`src/rtl/xnor_popcount_seq.sv`:
```
// Bit-serial XNOR popcount: captures two WIDTH-bit words, streams them LSB-first
// through one shared xnor_gate, and reports the number of matching bit positions.

module xnor_gate (
    input  logic a_i,
    input  logic b_i,
    output logic y_o
);
    assign y_o = ~(a_i ^ b_i);
endmodule

module xnor_popcount_seq #(
    parameter  int unsigned WIDTH = 8,
    localparam int unsigned CNT_W = $clog2(WIDTH + 1)
) (
    input  logic             clk,
    input  logic             rst_n,
    input  logic             start,
    input  logic [WIDTH-1:0] a_word,
    input  logic [WIDTH-1:0] b_word,
    output logic             busy,
    output logic             done,
    output logic [CNT_W-1:0] match_cnt,
    output logic             equal
);

    typedef enum logic [1:0] {
        IDLE = 2'd0,
        RUN  = 2'd1,
        DONE = 2'd2
    } state_e;

    state_e             state_q, state_d;
    logic [WIDTH-1:0]   sa_q, sa_d;
    logic [WIDTH-1:0]   sb_q, sb_d;
    logic [CNT_W-1:0]   bit_idx_q, bit_idx_d;
    logic [CNT_W-1:0]   acc_q, acc_d;
    logic               busy_q, busy_d;
    logic               done_q, done_d;
    logic [CNT_W-1:0]   match_cnt_q, match_cnt_d;
    logic               equal_q, equal_d;

    logic               xnor_bit_c;
    logic [CNT_W-1:0]   sum_c;
    logic               last_c;
    logic               load_c;

    xnor_gate u_xnor (
        .a_i (sa_q[0]),
        .b_i (sb_q[0]),
        .y_o (xnor_bit_c)
    );

    assign sum_c  = acc_q + CNT_W'(xnor_bit_c);
    assign last_c = (bit_idx_q == CNT_W'(WIDTH - 1));
    // A new request is only accepted when not mid-stream.
    assign load_c = start && ((state_q == IDLE) || (state_q == DONE));

    // Next-state and registered-output logic
    always_comb begin
        state_d     = state_q;
        sa_d        = sa_q;
        sb_d        = sb_q;
        bit_idx_d   = bit_idx_q;
        acc_d       = acc_q;
        busy_d      = 1'b0;
        done_d      = 1'b0;
        match_cnt_d = match_cnt_q;
        equal_d     = equal_q;

        unique case (state_q)
            IDLE, DONE: begin
                if (load_c) begin
                    state_d   = RUN;
                    sa_d      = a_word;
                    sb_d      = b_word;
                    bit_idx_d = '0;
                    acc_d     = '0;
                    busy_d    = 1'b1;
                end else begin
                    state_d   = IDLE;
                end
            end
            RUN: begin
                acc_d     = sum_c;
                sa_d      = sa_q >> 1;
                sb_d      = sb_q >> 1;
                bit_idx_d = bit_idx_q + CNT_W'(1);
                busy_d    = 1'b1;
                if (last_c) begin
                    state_d     = DONE;
                    busy_d      = 1'b0;
                    done_d      = 1'b1;
                    match_cnt_d = sum_c;
                    equal_d     = (sum_c == CNT_W'(WIDTH));
                end
            end
            default: begin
                state_d = IDLE;
            end
        endcase
    end

    always_ff @(posedge clk or negedge rst_n) begin
        if (!rst_n) begin
            state_q     <= IDLE;
            sa_q        <= '0;
            sb_q        <= '0;
            bit_idx_q   <= '0;
            acc_q       <= '0;
            busy_q      <= 1'b0;
            done_q      <= 1'b0;
            match_cnt_q <= '0;
            equal_q     <= 1'b0;
        end else begin
            state_q     <= state_d;
            sa_q        <= sa_d;
            sb_q        <= sb_d;
            bit_idx_q   <= bit_idx_d;
            acc_q       <= acc_d;
            busy_q      <= busy_d;
            done_q      <= done_d;
            match_cnt_q <= match_cnt_d;
            equal_q     <= equal_d;
        end
    end

    assign busy      = busy_q;
    assign done      = done_q;
    assign match_cnt = match_cnt_q;
    assign equal     = equal_q;

endmodule

```
`config.mk`:
```
export PLATFORM = sky130hd
export DESIGN_NAME = xnor_popcount_seq
export DESIGN_NICKNAME = d
export VERILOG_FILES = /design/src/rtl/xnor_popcount_seq.sv
export SDC_FILE = /design/constraint.sdc
export NUM_CORES = 1
export LEC_CHECK = 0
export ABC_AREA = 0
export CAP_MARGIN = 30
export CORE_ASPECT_RATIO = 1.5
export CORE_MARGIN = 1
export CORE_UTILIZATION = 55
export CTS_CLUSTER_SIZE = 20
export DETAILED_ROUTE_END_ITERATION = 8
export HOLD_SLACK_MARGIN = 0.12
export PLACE_DENSITY = 0.83
export SLEW_MARGIN = 20
export SYNTH_ARGS = -nofsm -noshare
export SYNTH_HDL_FRONTEND = slang
export SYNTH_SLANG_ARGS = --single-unit
```
`constraint.sdc`:
```
create_clock -name clk -period 4.7 [get_ports clk]
set_clock_uncertainty 0.05 [all_clocks]
set_input_delay 0.705 -clock clk [delete_from_list [all_inputs] [get_ports clk]]
set_output_delay 0.705 -clock clk [all_outputs]
set_load 0.01 [all_outputs]
```
==> out/metrics.yaml <==
status:
  status: "completed"
routing:
  antenna_left: 0
  wl_um: 2760
  post-route-drc-count: 0
  wire_per_inst_um: 15.5
  via_count: 1062
  drt-initial-drc-count: 34
  viasPerCell: 5.97
  first_pass_iters: 6
critical_path:
  timing.rr.start: "sb_q[0]"
  end_kind: "output port"
  crit_buf_inv: 1
  worst_r2r_endpoint: "equal"
  cp-start-kind: "flop"
  crit_slowest_cell: "clkdlybuf4s50_1"
  cpPeakStageDelay_ns: 0.53
  cp_cell_sequence: "clkdlybuf4s50_1"
  worstRegToRegCells: 6
  crit_type: "flop to output port"
  crit_family: "buffers and inverters"
  worstPathRequired_ns: 3.94
  critPathMaxFanout: 2
  worstPathArrival_ns: 1.21
  r2r_slack_ns: 2.91
clock_network:
  worstSkewPairLatency_ns: 0.33
  cts_hold_buf: 0
  cts_resized: 0
  clk_pin_slew_ns: 0.09
  htree_levels: 2
  clock_path_buffers: 2
  postCtsSetupBuffers: 0
  cts_buffers: 5
  root_buffer: "clkbuf_4"
  clock-sinks: 33
  cts_tree: "done"
sta:
  worstMarginPinSlew_ns: 0.639
  rsz0062_at_grt: "no"
  finalCritPeriodShare: 0.419
  report.final.slew_viol_count: 0
  fmax_ghz: 0.508
  finalHoldViolCount: 0
  finalSetupViolCount: 0
  max-slew-margin-rel: 0.573
  post-route-min-period_ns: 1.97
  tns_ns: 0
floorplan:
  die_w_um: 44.1
  ios: 26
  design.die.area_um2: 2880
  num_rows: 22
  start_util: 0.591
  core_area_um2: 2480
  die-height_um: 65.2
yosys:
  synthTopCellsByArea: "dfrtp_1 (56%), a22oi_1 (7.2%), nand3_1 (5.1%)"
  synth_most_common_cell: "dfrtp_1"
  yosys.area_share.simple: 0.156
  post-synth-top-area-cell: "dfrtp_1"
  yosysTopAreaCellShare: 0.564
  synth-xor-area-share: 0.0239
  syn_area_per_cell_um2: 11.4
  synth_top_family_by_area: "simple AND/OR/NAND/NOR gates"
  synth-seq-area-share: 0.564
  synthArstFlopShare: 1.00
  synth-seq-cells: 33
  yosys-top-cells-count: "dfrtp_1 (33), nand2_1 (18), nand3_1 (15), a22oi_1 (14), a22o_1 (7)"
  synth_mux_area_frac: 0.0436
  syn_nets: 150
  synth.distinct_cells: 26
  syn_inst: 128
  synth_fa_ha_area_frac: 0.0256
  yosys_warnings: 0
  synth_compound_area_frac: 0.143
  syn_area_um2: 1460
  synth_flop_cell: "dfrtp_1"
  synth_enable_flop_cells: 0
pwr:
  p_int_mw: 0.715
  p_switching_mw: 0.422
  ir_drop_mv: 0.362
  power_frac_clock: 0.140
  comb_power_share: 0.434
  switching_share: 0.371
  power_mw: 1.14
  p_leak_nw: 0.835
  seqPwrFrac: 0.426
  powerDensity_nw_per_um2: 643
place:
  port_buffers: 25
  gp_congestion: 0.754
  dp_hpwl_um: 1890
global_routing:
  grt_max_degree: 34
  grt_first_pass_wirelength_um: 4690
  grt_use_total: 0.229
  overflow: 0
  antenna_found_initial: 0
  grt_pass1_vias: 1067
final_layout:
  areaGrowthSynthToFinish_pct: 20.9
  drive_above_1_share: 0.0909
  fill_cells: 179
  diodes: 0
  layout.nets: 176
min_path:
  hp-start: "bit_idx_q[3]"
  min_to: "bit_idx_q[3]"
  min_path_type: "flop to flop"
  holdPathStages: 1
run:
  cap_violations: 0
==> per-layer routing <==
| metal | up-vias | track usage | routed length [um] |
|---|---|---|---|
| li1 | 510 | - | - |
| met1 | 515 | 0.289 | 1080 |
| met2 | 30 | 0.358 | 1510 |
| met3 | 7 | 0.0412 | 94 |
| met4 | 0 | 0.136 | 76 |
| met5 | - | 0 | 0 |
==> worst register-to-register path, cell delays in order (launching register included) <==
cell	delay [ns]
dfrtp_1	0.41
xnor2_1	0.14
ha_1	0.19
ha_1	0.22
xor2_1	0.17
or3_1	0.32
o41ai_2	0.19
==> cells by family after synthesis <==
kind of cell    Yosys count
compound gates           26
xor+xnor                  4
fa+ha+maj                 3
buf+inv                  10
flops                    33
mux                       6
simple gates             46
==> power by group through the flow <==
stage	Sequential [mW]	Clock, mW	Combinational [mW]
floorplan	0.481	0	0.364
global placement	0.482	0	0.471
detailed placement	0.489	0	0.490
CTS	0.485	0.165	0.493
global route	0.498	0.173	0.556
finish	0.485	0.159	0.494
==> flip-flops by register name, indices dropped and copies added, names as in the netlist <==
signal and flops:
sb_q 8, done 1, state_q 2, equal 1
bit_idx_q 4, sa_q 8, busy 1, match_cnt 4
acc_q 4
==> layout make-up <==
cell class | instances | area (um2) | share of cell area
flip-flops and latches | 33 | 826 | 0.467
multi-input cells | 85 | 574 | 0.325
repair buffers | 29 | 284 | 0.161
clock buffers | 7 | 55.1 | 0.0311
well taps | 24 | 30.0 | 0.0170
==> cells in the final DEF, fill, tap and decap left out, drive strengths merged <==
cell type	Yosys	final
o2bb2ai	1	1
xor2	2	2
clkbuf	1	7
o21ai	2	2
o41ai	1	1
xnor2	2	2
nand2	18	18
ha	3	3
nor2b	4	4
or3	1	1
mux2	3	3
nand2b	2	2
buf	9	4
nor2	4	4
nand4	1	1
dfrtp	33	33
clkdlybuf4s50	0	25
a22o	7	7
a22oi	14	14
nand3	15	15
o31ai	1	1
mux2i	3	3
nand3b	1	1
==> how the worst max path moves through the flow <==
| stage | startpoint | end | slack, ns | cells after the start |
|---|---|---|---|---|
| after floorplan | sb_q[0] | equal | 3.01 | 6 |
| after global placement | start | bit_idx_q[2] | 2.65 | 5 |
| after detailed placement | start | bit_idx_q[2] | 2.61 | 5 |
| after CTS | match_cnt[0] | match_cnt[0] | 2.72 | 1 |
| after global routing | match_cnt[2] | match_cnt[2] | 2.69 | 1 |
| final | match_cnt[0] | match_cnt[0] | 2.73 | 1 |
==> metrics by stage <==
step           setup WS, ns  cell area, um2  hold slack, ns   util  std cells
2_1_floorplan          3.01            1460           0.359      -        128
3_3_place_gp           2.65            1700           0.400  0.687        170
3_5_place_dp           2.61            1700           0.426  0.687        170
4_1_cts                2.72            1760           0.438  0.710        177
5_1_grt                2.69            1770           0.474  0.714        178
6_report               2.73            1770           0.436  0.714        178
No activity file was read; power rests on OpenSTA's default activity.
